[config.mk]
export PLATFORM = sky130hd
export DESIGN_NAME = jk_reg_bank_flat
export DESIGN_NICKNAME = d
export VERILOG_FILES = /design/src/rtl/jk_pkg.sv /design/src/rtl/jk_reg_bank_if.sv /design/src/rtl/jk_cell.sv /design/src/rtl/jk_reg_bank.sv /design/src/flat_wrapper.sv
export SDC_FILE = /design/constraint.sdc
export NUM_CORES = 1
export LEC_CHECK = 0
export BUFFER_PORTS_ARGS = -buffer_cell sky130_fd_sc_hd__buf_2
export CAP_MARGIN = 25
export CELL_PAD_IN_SITES_DETAIL_PLACEMENT = 2
export CELL_PAD_IN_SITES_GLOBAL_PLACEMENT = 2
export CORE_MARGIN = 5
export CORE_UTILIZATION = 24
export DETAILED_ROUTE_END_ITERATION = 10
export HOLD_SLACK_MARGIN = 0.08
export MAX_ROUTING_LAYER = met4
export PLACE_DENSITY_LB_ADDON = 0.1
export SLEW_MARGIN = 20
export SYNTH_ARGS = -nofsm -noshare
export SYNTH_HDL_FRONTEND = slang
export SYNTH_HIERARCHICAL = 1
export SYNTH_SLANG_ARGS = --single-unit
export TNS_END_PERCENT = 100
[constraint.sdc]
create_clock -name clk -period 2.3 [get_ports clk]
set_input_delay 0.115 -clock clk [delete_from_list [all_inputs] [get_ports clk]]
set_output_delay 0.115 -clock clk [all_outputs]
set_load 0.02 [all_outputs]
[src/rtl/jk_pkg.sv]
// Shared constants for the JK register bank:
// operating modes and per-bit JK action codes.
package jk_pkg;

  localparam logic [1:0] MODE_JK    = 2'd0;
  localparam logic [1:0] MODE_UP    = 2'd1;
  localparam logic [1:0] MODE_DOWN  = 2'd2;
  localparam logic [1:0] MODE_SHIFT = 2'd3;

  localparam logic [1:0] JK_HOLD = 2'b00;
  localparam logic [1:0] JK_CLR  = 2'b01;
  localparam logic [1:0] JK_SET  = 2'b10;
  localparam logic [1:0] JK_TOG  = 2'b11;

endpackage

[src/rtl/jk_reg_bank_if.sv]
// Control/data bundle between a host and the
// JK register bank.
interface jk_reg_bank_if #(
  parameter int WIDTH = 4
);

  logic             en;
  logic [1:0]       mode;
  logic [WIDTH-1:0] j;
  logic [WIDTH-1:0] k;
  logic             load;
  logic [WIDTH-1:0] load_val;
  logic             ser_in;
  logic [WIDTH-1:0] q;
  logic [WIDTH-1:0] qb;
  logic             ser_out;
  logic             tc;

  modport master (
    output en, mode, j, k,
    output load, load_val, ser_in,
    input  q, qb, ser_out, tc
  );

  modport slave (
    input  en, mode, j, k,
    input  load, load_val, ser_in,
    output q, qb, ser_out, tc
  );

endinterface

[src/rtl/jk_cell.sv]
// One-bit JK flip-flop with synchronous
// active-low reset to a per-cell value.
module jk_cell
  import jk_pkg::*;
(
  input  logic clk,
  input  logic rst_n,
  input  logic rst_val,
  input  logic j,
  input  logic k,
  output logic q,
  output logic qb
);

  logic q_d;
  logic q_q;

  always_comb begin
    q_d = q_q;
    unique case ({j, k})
      JK_HOLD: q_d = q_q;
      JK_CLR:  q_d = 1'b0;
      JK_SET:  q_d = 1'b1;
      JK_TOG:  q_d = ~q_q;
      default: q_d = q_q;
    endcase
  end

  always_ff @(posedge clk) begin
    if (!rst_n) q_q <= rst_val;
    else        q_q <= q_d;
  end

  assign q  = q_q;
  assign qb = ~q_q;

endmodule

[src/rtl/jk_reg_bank.sv]
// WIDTH-bit bank of JK cells with load,
// JK, up/down count and shift modes.
module jk_reg_bank
  import jk_pkg::*;
#(
  parameter int             WIDTH     = 4,
  parameter logic [WIDTH-1:0] RESET_VAL = {WIDTH{1'b0}}
) (
  input  logic          clk,
  input  logic          rst_n,
  jk_reg_bank_if.slave  bus
);

  logic [WIDTH-1:0] q_w;
  logic [WIDTH-1:0] qb_w;
  logic [WIDTH-1:0] tog_up;
  logic [WIDTH-1:0] tog_dn;
  logic [WIDTH-1:0] shift_src;
  logic [WIDTH-1:0] j_eff;
  logic [WIDTH-1:0] k_eff;
  logic             all1;
  logic             all0;

  // Ripple prefix: bit i toggles when all lower bits are 1 (up) / 0 (down)
  always_comb begin
    tog_up = '0;
    tog_dn = '0;
    all1   = 1'b1;
    all0   = 1'b1;
    for (int i = 0; i < WIDTH; i++) begin
      tog_up[i] = all1;
      tog_dn[i] = all0;
      all1      = all1 & q_w[i];
      all0      = all0 & ~q_w[i];
    end
  end

  assign shift_src = {q_w[WIDTH-2:0], bus.ser_in};

  always_comb begin
    j_eff = '0;
    k_eff = '0;
    unique case (1'b1)
      bus.load: begin
        j_eff = bus.load_val;
        k_eff = ~bus.load_val;
      end
      (!bus.load && bus.en && bus.mode == MODE_JK): begin
        j_eff = bus.j;
        k_eff = bus.k;
      end
      (!bus.load && bus.en && bus.mode == MODE_UP): begin
        j_eff = tog_up;
        k_eff = tog_up;
      end
      (!bus.load && bus.en && bus.mode == MODE_DOWN): begin
        j_eff = tog_dn;
        k_eff = tog_dn;
      end
      (!bus.load && bus.en && bus.mode == MODE_SHIFT): begin
        j_eff = shift_src;
        k_eff = ~shift_src;
      end
      default: begin
        j_eff = '0;
        k_eff = '0;
      end
    endcase
  end

  for (genvar i = 0; i < WIDTH; i++) begin : g_cell
    jk_cell u_cell (
      .clk     (clk),
      .rst_n   (rst_n),
      .rst_val (RESET_VAL[i]),
      .j       (j_eff[i]),
      .k       (k_eff[i]),
      .q       (q_w[i]),
      .qb      (qb_w[i])
    );
  end

  assign bus.q       = q_w;
  assign bus.qb      = qb_w;
  assign bus.ser_out = q_w[WIDTH-1];
  assign bus.tc      = (bus.mode == MODE_UP   && all1)
                    || (bus.mode == MODE_DOWN && all0);

endmodule

[src/flat_wrapper.sv]
// flat-port wrapper written by rule: the top's interface ports become plain ports
module jk_reg_bank_flat import jk_pkg::*;
#(
  parameter int             WIDTH     = 4,
  parameter logic [WIDTH-1:0] RESET_VAL = {WIDTH{1'b0}}
)
  (clk, rst_n, bus_en, bus_mode, bus_j, bus_k, bus_load, bus_load_val, bus_ser_in, bus_q, bus_qb, bus_ser_out, bus_tc);
  jk_reg_bank_if #(.WIDTH(WIDTH)) bus_i ();
  input  logic clk;
  input  logic rst_n;
  input wire logic [$bits(bus_i.en)-1:0] bus_en;
  input wire logic [$bits(bus_i.mode)-1:0] bus_mode;
  input wire logic [$bits(bus_i.j)-1:0] bus_j;
  input wire logic [$bits(bus_i.k)-1:0] bus_k;
  input wire logic [$bits(bus_i.load)-1:0] bus_load;
  input wire logic [$bits(bus_i.load_val)-1:0] bus_load_val;
  input wire logic [$bits(bus_i.ser_in)-1:0] bus_ser_in;
  output wire logic [$bits(bus_i.q)-1:0] bus_q;
  output wire logic [$bits(bus_i.qb)-1:0] bus_qb;
  output wire logic [$bits(bus_i.ser_out)-1:0] bus_ser_out;
  output wire logic [$bits(bus_i.tc)-1:0] bus_tc;
  assign bus_i.en = bus_en;
  assign bus_i.mode = bus_mode;
  assign bus_i.j = bus_j;
  assign bus_i.k = bus_k;
  assign bus_i.load = bus_load;
  assign bus_i.load_val = bus_load_val;
  assign bus_i.ser_in = bus_ser_in;
  assign bus_q = bus_i.q;
  assign bus_qb = bus_i.qb;
  assign bus_ser_out = bus_i.ser_out;
  assign bus_tc = bus_i.tc;
  jk_reg_bank #(.WIDTH(WIDTH), .RESET_VAL(RESET_VAL)) u_core (.clk(clk), .rst_n(rst_n), .bus(bus_i));
endmodule
Word-level counts from Yosys, hierarchy flattened
Index checks and enable logic that the tools add are counted.
{"block": "totals", "regBits": 4, "inputBits": 19, "elab_cells": 51}
{"block": "op_classes", "n_eq_ne": 15, "mux": 6, "n_bitwise": 12, "reduce_logical": 14}
{"op": "4-bit one-hot mux with 5 select lines", "n": 2}
{"op": "2-bit equality test (second input constant)", "n": 10}
{"op": "1-bit one-hot mux with 3 select lines", "n": 4}
{"op": "2-bit by 1-bit equality test with 1-bit output (second input constant)", "n": 5}
{"op": "2-bit zero test", "n": 5}
{"op": "4-bit inverter", "n": 2}
{"op": "1-bit logical AND", "n": 7}
{"op": "1-bit AND", "n": 6}
{"op": "1-bit inverter", "n": 4}
{"op": "1-bit zero test", "n": 1}
{"op": "1-bit logical OR", "n": 1}

Logic depth before layout (Yosys ltp)
Gate-level depths: netlist of the first run.
{"block": "logic_depth", "depth_word": 6, "mapped_depth": 7, "mapped_depth_nobuf": 5}

Modules after synthesis
The synthesis of the first run kept the hierarchy.
{"module": "jk_reg_bank", "n_inst": 1, "cells_per_inst": 51, "area_each_um2": 345.3, "seq_area_each_um2": 0.0}
{"module": "jk_cell", "n_inst": 4, "cells_per_inst": 6, "area_each_um2": 63.8, "seq_area_each_um2": 30.0}

Least setup slack after synthesis of the first run
Ideal clock, no wire load.
{"block": "synth_timing", "path_kind": "register to register", "start": "reg u_core.g_cell[0].u_cell.q_q", "end": "reg u_core.g_cell[3].u_cell.q_q, data pin", "setup_time_ns": 0.260, "arrival_ns": 1.759, "required_ns": 2.040, "setup_slack_ns": 0.280, "path_stages_with_launch": 7, "synth_period_minus_slack_ns": 2.020, "cell_sequence": "edfxtp_1 -> buf_6 -> and4_4 -> a211o_1 -> a32o_2 -> a21boi_1 -> mux2_4"}
{"block": "synth_between", "elab_chain_len": 6, "elab_cells_between_ends": 11}
{"item": "start: declaration", "line": "jk_cell.sv:16", "text": "logic q_q;"}
{"item": "start signal: assignment", "line": "jk_cell.sv:30", "text": "if (!rst_n) q_q <= rst_val;"}
{"item": "start signal: assignment", "line": "jk_cell.sv:31", "text": "else q_q <= q_d;"}
{"item": "1-bit inverter", "line": "jk_reg_bank.sv:34", "text": "all0 = all0 & ~q_w[i];"}
{"item": "1-bit AND (2 in series)", "line": "jk_reg_bank.sv:34"}
{"item": "4-bit one-hot mux with 5 select lines (*)", "line": "jk_reg_bank.sv:43", "text": "unique case (1'b1)"}
{"item": "net u_core.j_eff[3]", "line": "jk_reg_bank.sv:19", "text": "logic [WIDTH-1:0] j_eff;"}
{"item": "2-bit equality test / 2-bit by 1-bit equality test with 1-bit output (equally long branches)", "line": "jk_cell.sv:20", "text": "unique case ({j, k})"}
{"item": "1-bit one-hot mux with 3 select lines (*)", "line": "jk_cell.sv:20"}
{"item": "end signal: assignment", "line": "jk_cell.sv:30"}
{"item": "end signal: assignment", "line": "jk_cell.sv:31"}
{"item": "end: declaration", "line": "jk_cell.sv:16"}
Mark *: on every way through the listed nets, which the timed path passes. The rest lies on a longest branch.
A chain may end at the register's enable or synchronous reset.

Worst setup path in the final report of the first run
{"block": "layout_timing", "start": "reg u_core.g_cell[2].u_cell.q_q", "end": "reg u_core.g_cell[3].u_cell.q_q, data pin"}
{"block": "layout_between", "elab_chain_len": 5, "elab_cells_between_ends": 10}
{"item": "start: declaration", "line": "jk_cell.sv:16"}
{"item": "start signal: assignment", "line": "jk_cell.sv:30"}
{"item": "start signal: assignment", "line": "jk_cell.sv:31"}
{"item": "1-bit inverter", "line": "jk_reg_bank.sv:34"}
{"item": "1-bit AND", "line": "jk_reg_bank.sv:34"}
{"item": "4-bit one-hot mux with 5 select lines (*)", "line": "jk_reg_bank.sv:43"}
{"item": "net u_core.j_eff[3]", "line": "jk_reg_bank.sv:19"}
{"item": "2-bit equality test / 2-bit by 1-bit equality test with 1-bit output (equally long branches)", "line": "jk_cell.sv:20"}
{"item": "1-bit one-hot mux with 3 select lines (*)", "line": "jk_cell.sv:20"}
Marks and branches as above.

==> out/qor.csv, run 1 <==
metric,value,unit
vias in the first global route,708,
critical path capture point type,register,
Syn Inst Count,75,
First-pass DRT Iterations,4,
syn_area_per_cell,8.01,um2
reg2reg setup slack,0.36,ns
Pwr per Cell Area,468,nW/um2
P_leak,0.391,nW
DP Wirelength,1710,um
Max Slew Vio Count,0,
CTS sink cnt,4,
largest net degree at the start of global routing,15,
crit path DAT,1.92,ns
global-route wire length before repair,3410,um
"FFs w/ async S/R, synth",0,%
FMAX,516,MHz
Clock Latency Late Sink,0.24,ns
register bit total from synthesis,4,
Ys Warns,6,
Final period util,84.3,%
post-cts resize count,0,
outcome,"complete, no violations",
layout cell share with drive strength beyond 1,41.0,%
fin nets,126,
# Max-Cap Violations,0,
routed wire length,2100,um
Die Ht,60.0,um
"Min Clock Period, post-route",1.94,ns
Post-synth EDFFs,4,
area delta synth->final,31.5,%
DR WL/cell,15.5,um
total power,0.369,mW
post-synth top area share,20.0,%
Setup Crit Path Kind,register to register,
vias,682,
CTS Root Cell,clkbuf_4,
Tot GR Track Use,12.9,%
diode count,0,
setup TNS,0,ns
register area share after synthesis,20.0,%
antenna violations before repair,0,
Post-CTS Hold Buffers,0,
die width,60.0,um
largest cells by area after synthesis,"edfxtp_1, mux2_4, a21boi_1",
Fillers,302,
cts bufs inserted,3,
cell taking the most area after synthesis,edfxtp_1,
Boundary Pins,29,
Worst-path clk slew,0.04,ns
"antenna viol nets, final",0,
critical path data required time,2.28,ns
grt ovf,0,
hold_ws,0.254,ns
placed insts,132,
crit start category,register,
crit path max fanout,7,
H-Tree Level Count,1,
distinct cell type count after synthesis,37,
DRC,0,
core area,2430,um2
die area,3600,um2
Max VDD drop,0.305,mV
First DRT Iteration DRCs,17,
final hold vios,0,
via-per-instance ratio,5.05,
CTS tree,built,
Relative slew margins,67.3,%
RSZ-0062 raised after global routing,false,
max reg flops,4,
Final setup viols,0,
final cell count without fillers,135,
# rows,18,
Tightest Pin Transition,0.484,ns
Worst Clk Skew,0.00290,ns
Initial Utilization,24.7,%
gp weighted congestion,0.705,
Synth Flop Type,edfxtp_1,
maximum clock path buffer count,2,
setup bufs post-CTS,0,
Hold Crit Class,input pin to register,
Buffers on Ports,28,
synthesized cell area,601,um2
## cell families (layout without fill, tap and decap cells)
kind of cell           after synthesis  after routing  synth area share [%]
and+or+nand+nor                     26             26                  23.1
AOI/OAI and AO/OA                   24             24                  31.7
buffers and inverters               14             41                  11.2
muxes                                6              6                  13.3
DFF                                  4              4                  20.0
other                                1              4                 0.624
## final timing paths
path	startpoint	to	cells past startpoint
max	u_core/g_cell[2].u_cell/q$_DFFE_PP_	u_core/g_cell[3].u_cell/q$_DFFE_PP_	5
min	rst_n	u_core/g_cell[3].u_cell/q$_DFFE_PP_	2
max reg2reg	u_core/g_cell[2].u_cell/q$_DFFE_PP_	u_core/g_cell[3].u_cell/q$_DFFE_PP_	5
min reg2reg	u_core/g_cell[0].u_cell/q$_DFFE_PP_	u_core/g_cell[0].u_cell/q$_DFFE_PP_	2
## stage by stage
stage | instance area, um2 | util (%) | setup WS (ns)
2_1_floorplan | 612 | - | 0.280
3_3_place_gp | 767 | 31.5 | 0.419
3_5_place_dp | 767 | 31.5 | 0.356
4_1_cts | 790 | 32.5 | 0.355
5_1_grt | 790 | 32.5 | 0.311
6_report | 790 | 32.5 | 0.362
## cell usage after synthesis (2+ instances only)
library cell,count
mux2i_1,2
nor2b_1,2
buf_2,2
a21boi_1,4
nand2_1,8
nand3_1,3
a21oi_1,2
o21ai_0,3
mux2_4,4
o311ai_0,2
edfxtp_1,4
a211o_1,2
inv_1,8
nor2_1,6
## per-layer routing
metal / GRT usage, % / vias to the layer above / share of wire (%)
met5: - / - / 0
met4: 1.90 / 0 / 0.29
met3: 3.02 / 2 / 6.4
met2: 20.5 / 23 / 46
met1: 16.8 / 326 / 47
li1: - / 331 / -
## final cells by class
class / count / area, um2 / share of cell area [%]
flip-flops and latches: 4 / 120 / 15.2
clock buffers: 3 / 22.5 / 2.85
multi-input cells: 60 / 424 / 53.7
well taps: 30 / 37.5 / 4.75
repair buffers: 30 / 155 / 19.7
inverters: 8 / 30.0 / 3.80
## power breakdown
part / internal (mW) / total [mW] / switching, mW
Combinational: 0.0729 / 0.170 / 0.0969
Sequential: 0.0933 / 0.111 / 0.0177
Clock: 0.0585 / 0.0885 / 0.0301
## worst max-delay path, stage by stage (launching register included)
cell and delay, ns:
edfxtp_1 0.50, and4_4 0.26, a211o_1 0.27, a32o_2 0.27
a21boi_1 0.13, mux2_4 0.26
## placed cells by master (no fill, tap or decap), drive strengths merged, types with 2 or more instances in the layout
cell type / n
a211o: 2
nor2: 6
o31ai: 2
o21ai: 3
edfxtp: 4
nand3: 4
a32o: 2
a21boi: 4
nor2b: 2
nand2: 8
o311ai: 2
mux2i: 2
a21oi: 2
buf: 30
conb: 4
mux2: 4
inv: 8
clkbuf: 3
No activity file was read; power rests on OpenSTA's default activity.
==> run 2, diff against run 1 <==
--- a/config.mk
+++ b/config.mk
@@ -5,12 +5,13 @@
 export SDC_FILE = /design/constraint.sdc
 export NUM_CORES = 1
 export LEC_CHECK = 0
+export ABC_AREA = 1
 export BUFFER_PORTS_ARGS = -buffer_cell sky130_fd_sc_hd__buf_2
 export CAP_MARGIN = 25
 export CELL_PAD_IN_SITES_DETAIL_PLACEMENT = 2
 export CELL_PAD_IN_SITES_GLOBAL_PLACEMENT = 2
 export CORE_MARGIN = 5
-export CORE_UTILIZATION = 24
+export CORE_UTILIZATION = 21
 export DETAILED_ROUTE_END_ITERATION = 10
 export HOLD_SLACK_MARGIN = 0.08
 export MAX_ROUTING_LAYER = met4
==> constraint.sdc (replaced) <==
create_clock -name clk -period 1.8 [get_ports clk]
set_input_delay 0.09 -clock clk [delete_from_list [all_inputs] [get_ports clk]]
set_output_delay 0.09 -clock clk [all_outputs]
set_load 0.02 [all_outputs]
==> run 2 against run 1 <==
Clock skew down 0.0012 ns. Clock power up 29%. Final cell count up 56%. Largest power group unchanged. Utilization down 4.5 points. First-iteration DRC count rose to 2.9 times the previous value. Critical path type is now register to output port. Clock-buffer cell count unchanged.
==> out/qor.csv, run 2 <==
metric,value,unit,change
H-Tree Level Count,1,,unchanged
First DRT Iteration DRCs,49,,was 17
area delta synth->final,31.6,%,was 31.5%
DR WL/cell,12.0,um,was 15.5 um
die width,67.6,um,was 60.0 um
largest net degree at the start of global routing,13,,was 15
First-pass DRT Iterations,4,,unchanged
P_leak,0.538,nW,was 0.391 nW
clock power share,24.6,%,was 24.0%
final cell count without fillers,211,,was 135
vias,908,,was 682
cts bufs inserted,3,,unchanged
fin nets,186,,was 126
die area,4570,um2,was 3600 um2
Final setup viols,0,,unchanged
synthesized cell area,697,um2,was 601 um2
crit path max fanout,8,,was 7
setup bufs post-CTS,0,,unchanged
Tot GR Track Use,13.0,%,was 12.9%
Pwr per Cell Area,503,nW/um2,was 468 nW/um2
placed insts,208,,was 132
routed wire length,2530,um,was 2100 um
gp weighted congestion,0.757,,was 0.705
distinct cell type count after synthesis,23,,was 37
top-count cell post-synth,nand2_1,,
max reg flops,4,,unchanged
total power,0.461,mW,was 0.369 mW
core area,3280,um2,was 2430 um2
Hold Crit Class,input pin to register,,unchanged
Psw,0.198,mW,was 0.145 mW
grt ovf,0,,unchanged
"commonest non-fill, non-tap cell in the layout",nand2_1,,was buf_2
P_int,0.263,mW,was 0.225 mW
# Max-Cap Violations,0,,unchanged
largest cells by area after synthesis,"nand2_1, edfxtp_1, inv_1",,"was edfxtp_1, mux2_4, a21boi_1"
Initial Utilization,21.2,%,was 24.7%
Worst-path clk slew,0.04,ns,about the same
final hold vios,0,,unchanged
Max VDD drop,0.180,mV,was 0.305 mV
critical path capture point type,output port,,was register
list of most frequent post-synthesis cells,"nand2_1, inv_1, nor2_1, nand3_1, nor2_2",,"was inv_1, nand2_1, nor2_1"
switching part of the total power,42.9,%,was 39.2%
critical path data required time,1.71,ns,was 2.28 ns
cell taking the most area after synthesis,nand2_1,,was edfxtp_1
Die Ht,67.6,um,was 60.0 um
DP Wirelength,2220,um,was 1710 um
Post-CTS Hold Buffers,0,,unchanged
Buffers on Ports,28,,unchanged
most frequent cells in the layout,"nand2_1, buf_2, inv_1",,"was buf_2, inv_1, nand2_1"
Syn Inst Count,132,,was 75
post-cts resize count,0,,unchanged
vias in the first global route,1022,,was 708
maximum clock path buffer count,2,,unchanged
"FFs w/ async S/R, synth",0,%,unchanged
Clock Latency Late Sink,0.23,ns,was 0.24 ns
Setup Crit Path Kind,register to output port,,was register to register
# rows,21,,was 18
RSZ-0062 raised after global routing,false,,unchanged
Boundary Pins,29,,unchanged
Reg power frac,30.5,%,was 30.0%
layout cell share with drive strength beyond 1,27.9,%,was 41.0%
Max Slew Vio Count,0,,unchanged
Post-synth EDFFs,4,,unchanged
register area share after synthesis,17.2,%,was 20.0%
via-per-instance ratio,4.30,,was 5.05
CTS sink cnt,4,,unchanged
diode count,0,,unchanged
global-route wire length before repair,4440,um,was 3410 um
syn_area_per_cell,5.28,um2,was 8.01 um2
setup TNS,0,ns,unchanged
Worst Clk Skew,0.00168,ns,was 0.00290 ns
worst r2r src,u_core/g_cell[0].u_cell/q$_DFFE_PP_,,was u_core/g_cell[2].u_cell/q$_DFFE_PP_
antenna violations before repair,0,,unchanged
Synth Flop Type,edfxtp_1,,unchanged
hold path start,rst_n,,unchanged
post-synth top area share,27.5,%,was 20.0%
crit path from,u_core/g_cell[0].u_cell/q$_DFFE_PP_,,was u_core/g_cell[2].u_cell/q$_DFFE_PP_
register bit total from synthesis,4,,unchanged
hold_ws,0.236,ns,was 0.254 ns
CTS tree,built,,unchanged
combinational share of power,44.9,%,was 46.0%
crit path DAT,1.46,ns,was 1.92 ns
CTS Root Cell,clkbuf_4,,unchanged
crit start category,register,,unchanged
"Min Clock Period, post-route",1.55,ns,
"antenna viol nets, final",0,,unchanged
Final period util,86.1,%,
outcome,"complete, no violations",,unchanged
DRC,0,,unchanged
FMAX,645,MHz,
Ys Warns,6,,unchanged
[run 2: cell types whose count changed in the layout (fill, tap and decap cells not counted), sizes merged, moves of 4 or more]
cell    change
a21boi      -4
inv        +17
mux2        -4
nand2      +44
nand3      +10
nor2       +17
[run 2: layer usage]
| metal | up-vias | wire (um) | GRT usage [%] |
|---|---|---|---|
| li1 | 463 | - | - |
| met1 | 427 | 1210 | 16.2 |
| met2 | 16 | 1230 | 21.9 |
| met3 | 2 | 87 | 0.998 |
| met4 | 0 | 13 | 4.56 |
| met5 | - | 0 | - |
[run 2: power by group through the flow]
stage / sequential [mW] / combinational [mW] / clock [mW]
after floorplan: 0.151 / 0.118 / 0
after global placement: 0.142 / 0.206 / 0
after detailed placement: 0.143 / 0.211 / 0
after CTS: 0.142 / 0.213 / 0.121
after global routing: 0.145 / 0.236 / 0.131
final: 0.141 / 0.207 / 0.114
[run 2: worst max-delay path, cell delays in order (launching register included)]
cell and delay, ns:
edfxtp_1 0.50, inv_1 0.15, nand3_1 0.12, nor2_1 0.11, nand2_1 0.05, o21ai_0 0.09
buf_2 0.21
[run 2: cell type report]
type / count / area (um2)
clock buffers: 3 / 22.5
multi-input cells: 103 / 472
inverters: 26 / 97.6
flip-flops and latches: 4 / 120
well taps: 46 / 57.6
repair buffers: 29 / 148
fillers: 448 / 2370
[run 2: logic make-up after synthesis]
kind of cell    Yosys count  synth area share (%)
buf+inv                  28                  16.7
other cells               1                 0.538
flops                     4                  17.2
simple gates             96                  62.8
compound gates            3                  2.69
[run 2: through the flow]
step / cell area (um2) / setup WS (ns) / utilization (%)
floorplan: 708 / 0.362 / -
global placement: 895 / 0.376 / 27.2
detailed placement: 895 / 0.285 / 27.2
CTS: 917 / 0.218 / 27.9
global route: 917 / 0.102 / 27.9
finish: 917 / 0.249 / 27.9
[run 2: final timing paths]
| check | slack (ns) | depth (start not counted) | end |
|---|---|---|---|
| min | 0.24 | 2 | u_core/g_cell[0].u_cell/q$_DFFE_PP_ |
| max reg2reg | 0.30 | 8 | u_core/g_cell[3].u_cell/q$_DFFE_PP_ |
| max | 0.25 | 6 | bus_tc |
| min reg2reg | 0.78 | 3 | u_core/g_cell[3].u_cell/q$_DFFE_PP_ |
==> run 3, diff against run 2 <==
--- a/config.mk
+++ b/config.mk
@@ -10,11 +10,12 @@
 export CAP_MARGIN = 25
 export CELL_PAD_IN_SITES_DETAIL_PLACEMENT = 2
 export CELL_PAD_IN_SITES_GLOBAL_PLACEMENT = 2
+export CORE_ASPECT_RATIO = 1.25
 export CORE_MARGIN = 5
-export CORE_UTILIZATION = 21
+export CORE_UTILIZATION = 22
+export CTS_BUF_LIST = sky130_fd_sc_hd__clkbuf_8
 export DETAILED_ROUTE_END_ITERATION = 10
 export HOLD_SLACK_MARGIN = 0.08
-export MAX_ROUTING_LAYER = met4
 export PLACE_DENSITY_LB_ADDON = 0.1
 export SLEW_MARGIN = 20
 export SYNTH_ARGS = -nofsm -noshare
==> run 3 against run 2 <==
Die area is 3.7% lower. Clock power is 67% higher. Cell area is 0.68% higher. Sequential cell count stayed put. First-iteration DRC count is 67% lower. Utilization is 2.9 points higher. Clock skew is 0.0010 ns lower. Non-clock buffer count stayed put. Critical path depth is 2 higher. Fmax is 3.3% higher.
==> out/qor.csv, run 3 (synthesized netlist as in run 2, its figures left out) <==
metric,value,unit,change
Setup Crit Path Kind,register to register,,was register to output port
Worst Clk Skew,0.000665,ns,was 0.00168 ns
hold path start,rst_n,,unchanged
CTS Root Cell,clkbuf_8,,was clkbuf_4
Hold Crit Class,input pin to register,,unchanged
critical path capture point type,register,,was output port
First DRT Iteration DRCs,16,,was 49
Max VDD drop,0.322,mV,was 0.180 mV
via-per-instance ratio,4.48,,was 4.30
Clock Latency Late Sink,0.22,ns,was 0.23 ns
H-Tree Level Count,1,,unchanged
final hold vios,0,,unchanged
core area,3000,um2,was 3280 um2
maximum clock path buffer count,2,,unchanged
final setup margin,0.299,ns,was 0.249 ns
RSZ-0062 raised after global routing,false,,unchanged
Final setup viols,0,,unchanged
Tot GR Track Use,13.1,%,was 13.0%
# Max-Cap Violations,0,,unchanged
Worst-path clk slew,0.03,ns,was 0.04 ns
crit path max fanout,8,,unchanged
Post-CTS Hold Buffers,0,,unchanged
Buffers on Ports,28,,unchanged
largest net degree at the start of global routing,13,,unchanged
hold path depth,2,,unchanged
critical path data required time,1.77,ns,was 1.71 ns
layout cell share with drive strength beyond 1,27.9,%,unchanged
reg2reg setup slack,0.30,ns,about the same
global-route wire length before repair,4370,um,was 4440 um
r2r endpoint,u_core/g_cell[3].u_cell/q$_DFFE_PP_,,unchanged
P_leak,0.546,nW,was 0.538 nW
diode count,0,,unchanged
antenna violations before repair,0,,unchanged
post-cts resize count,0,,unchanged
routed wire length,2580,um,was 2530 um
Pwr per Cell Area,584,nW/um2,was 503 nW/um2
gp weighted congestion,0.757,,about the same
Max Slew Vio Count,0,,unchanged
CTS sink cnt,4,,unchanged
worst r2r src,u_core/g_cell[0].u_cell/q$_DFFE_PP_,,unchanged
Boundary Pins,29,,unchanged
DRC,0,,unchanged
Die Ht,72.9,um,was 67.6 um
Final period util,83.4,%,was 86.1%
max reg flops,4,,unchanged
fin nets,186,,unchanged
"antenna viol nets, final",0,,unchanged
First-pass DRT Iterations,4,,unchanged
DP Worst Slack,0.301,ns,was 0.285 ns
setup bufs post-CTS,0,,unchanged
setup TNS,0,ns,unchanged
DR WL/cell,12.8,um,was 12.0 um
crit start category,register,,unchanged
die width,60.3,um,was 67.6 um
FMAX,666,MHz,was 645 MHz
"commonest non-fill, non-tap cell in the layout",nand2_1,,unchanged
vias,900,,was 908
Initial Utilization,23.2,%,was 21.2%
"Min Clock Period, post-route",1.50,ns,was 1.55 ns
# rows,22,,was 21
R2R depth,8,,unchanged
area delta synth->final,32.5,%,was 31.6%
grt ovf,0,,unchanged
die area,4400,um2,was 4570 um2
cts bufs inserted,3,,unchanged
crit path DAT,1.47,ns,was 1.46 ns
vias in the first global route,982,,was 1022
DP Wirelength,2230,um,was 2220 um
outcome,"complete, no violations",,unchanged
CTS tree,built,,unchanged
Hold Path Sink,u_core/g_cell[0].u_cell/q$_DFFE_PP_,,unchanged
most frequent cells in the layout,"nand2_1, buf_2, inv_1",,unchanged
==> run 3: power breakdown <==
group,leakage (nW),switching (mW),internal (mW)
Combinational,0.482,0.139,0.0698
Clock,0.0216,0.0478,0.143
Sequential,0.0426,0.0206,0.119
Total,0.546,0.208,0.332
==> run 3: through the flow <==
stage	std cells	power (mW)	cell area (um2)	hold slack [ns]	utilization [%]
3_3_place_gp	198	0.345	882	0.477	29.4
4_1_cts	201	0.551	923	0.268	30.8
5_1_grt	201	0.586	923	0.272	30.8
3_5_place_dp	198	0.354	882	0.492	29.4
2_1_floorplan	135	0.270	708	0.260	-
6_report	201	0.539	923	0.261	30.8
==> run 3: worst max path at each step <==
stage / startpoint / to / slack [ns] / cells after the start
after CTS: u_core/g_cell[0].u_cell/q$_DFFE_PP_ / u_core/g_cell[3].u_cell/q$_DFFE_PP_ / 0.29 / 8
after detailed placement: u_core/g_cell[0].u_cell/q$_DFFE_PP_ / u_core/g_cell[3].u_cell/q$_DFFE_PP_ / 0.30 / 8
after global placement: u_core/g_cell[0].u_cell/q$_DFFE_PP_ / u_core/g_cell[3].u_cell/q$_DFFE_PP_ / 0.38 / 8
after floorplan: u_core/g_cell[0].u_cell/q$_DFFE_PP_ / u_core/g_cell[3].u_cell/q$_DFFE_PP_ / 0.36 / 8
after global routing: u_core/g_cell[0].u_cell/q$_DFFE_PP_ / u_core/g_cell[3].u_cell/q$_DFFE_PP_ / 0.16 / 8
final: u_core/g_cell[0].u_cell/q$_DFFE_PP_ / u_core/g_cell[3].u_cell/q$_DFFE_PP_ / 0.30 / 8
==> run 3: routing by layer <==
metal	vias to the layer above	GRT usage, %	routed length [um]
met5	-	0	0
met4	0	5.17	28
met3	4	1.59	154
met2	19	23.6	1310
met1	417	15.3	1090
li1	460	-	-
==> run 3: cell type report <==
class,count,area (um2)
fillers,412,2080
well taps,36,45.0
flip-flops and latches,4,120
multi-input cells,103,472
repair buffers,29,148
clock buffers,3,41.3
inverters,26,97.6
==> run 3: worst max-delay path, stage by stage, from the launching register on <==
cell	delay, ns
edfxtp_1	0.49
inv_1	0.15
nand3_1	0.13
nor2_2	0.14
inv_1	0.05
nand3_1	0.11
nand2_1	0.06
nand2_1	0.07
nand2_1	0.05
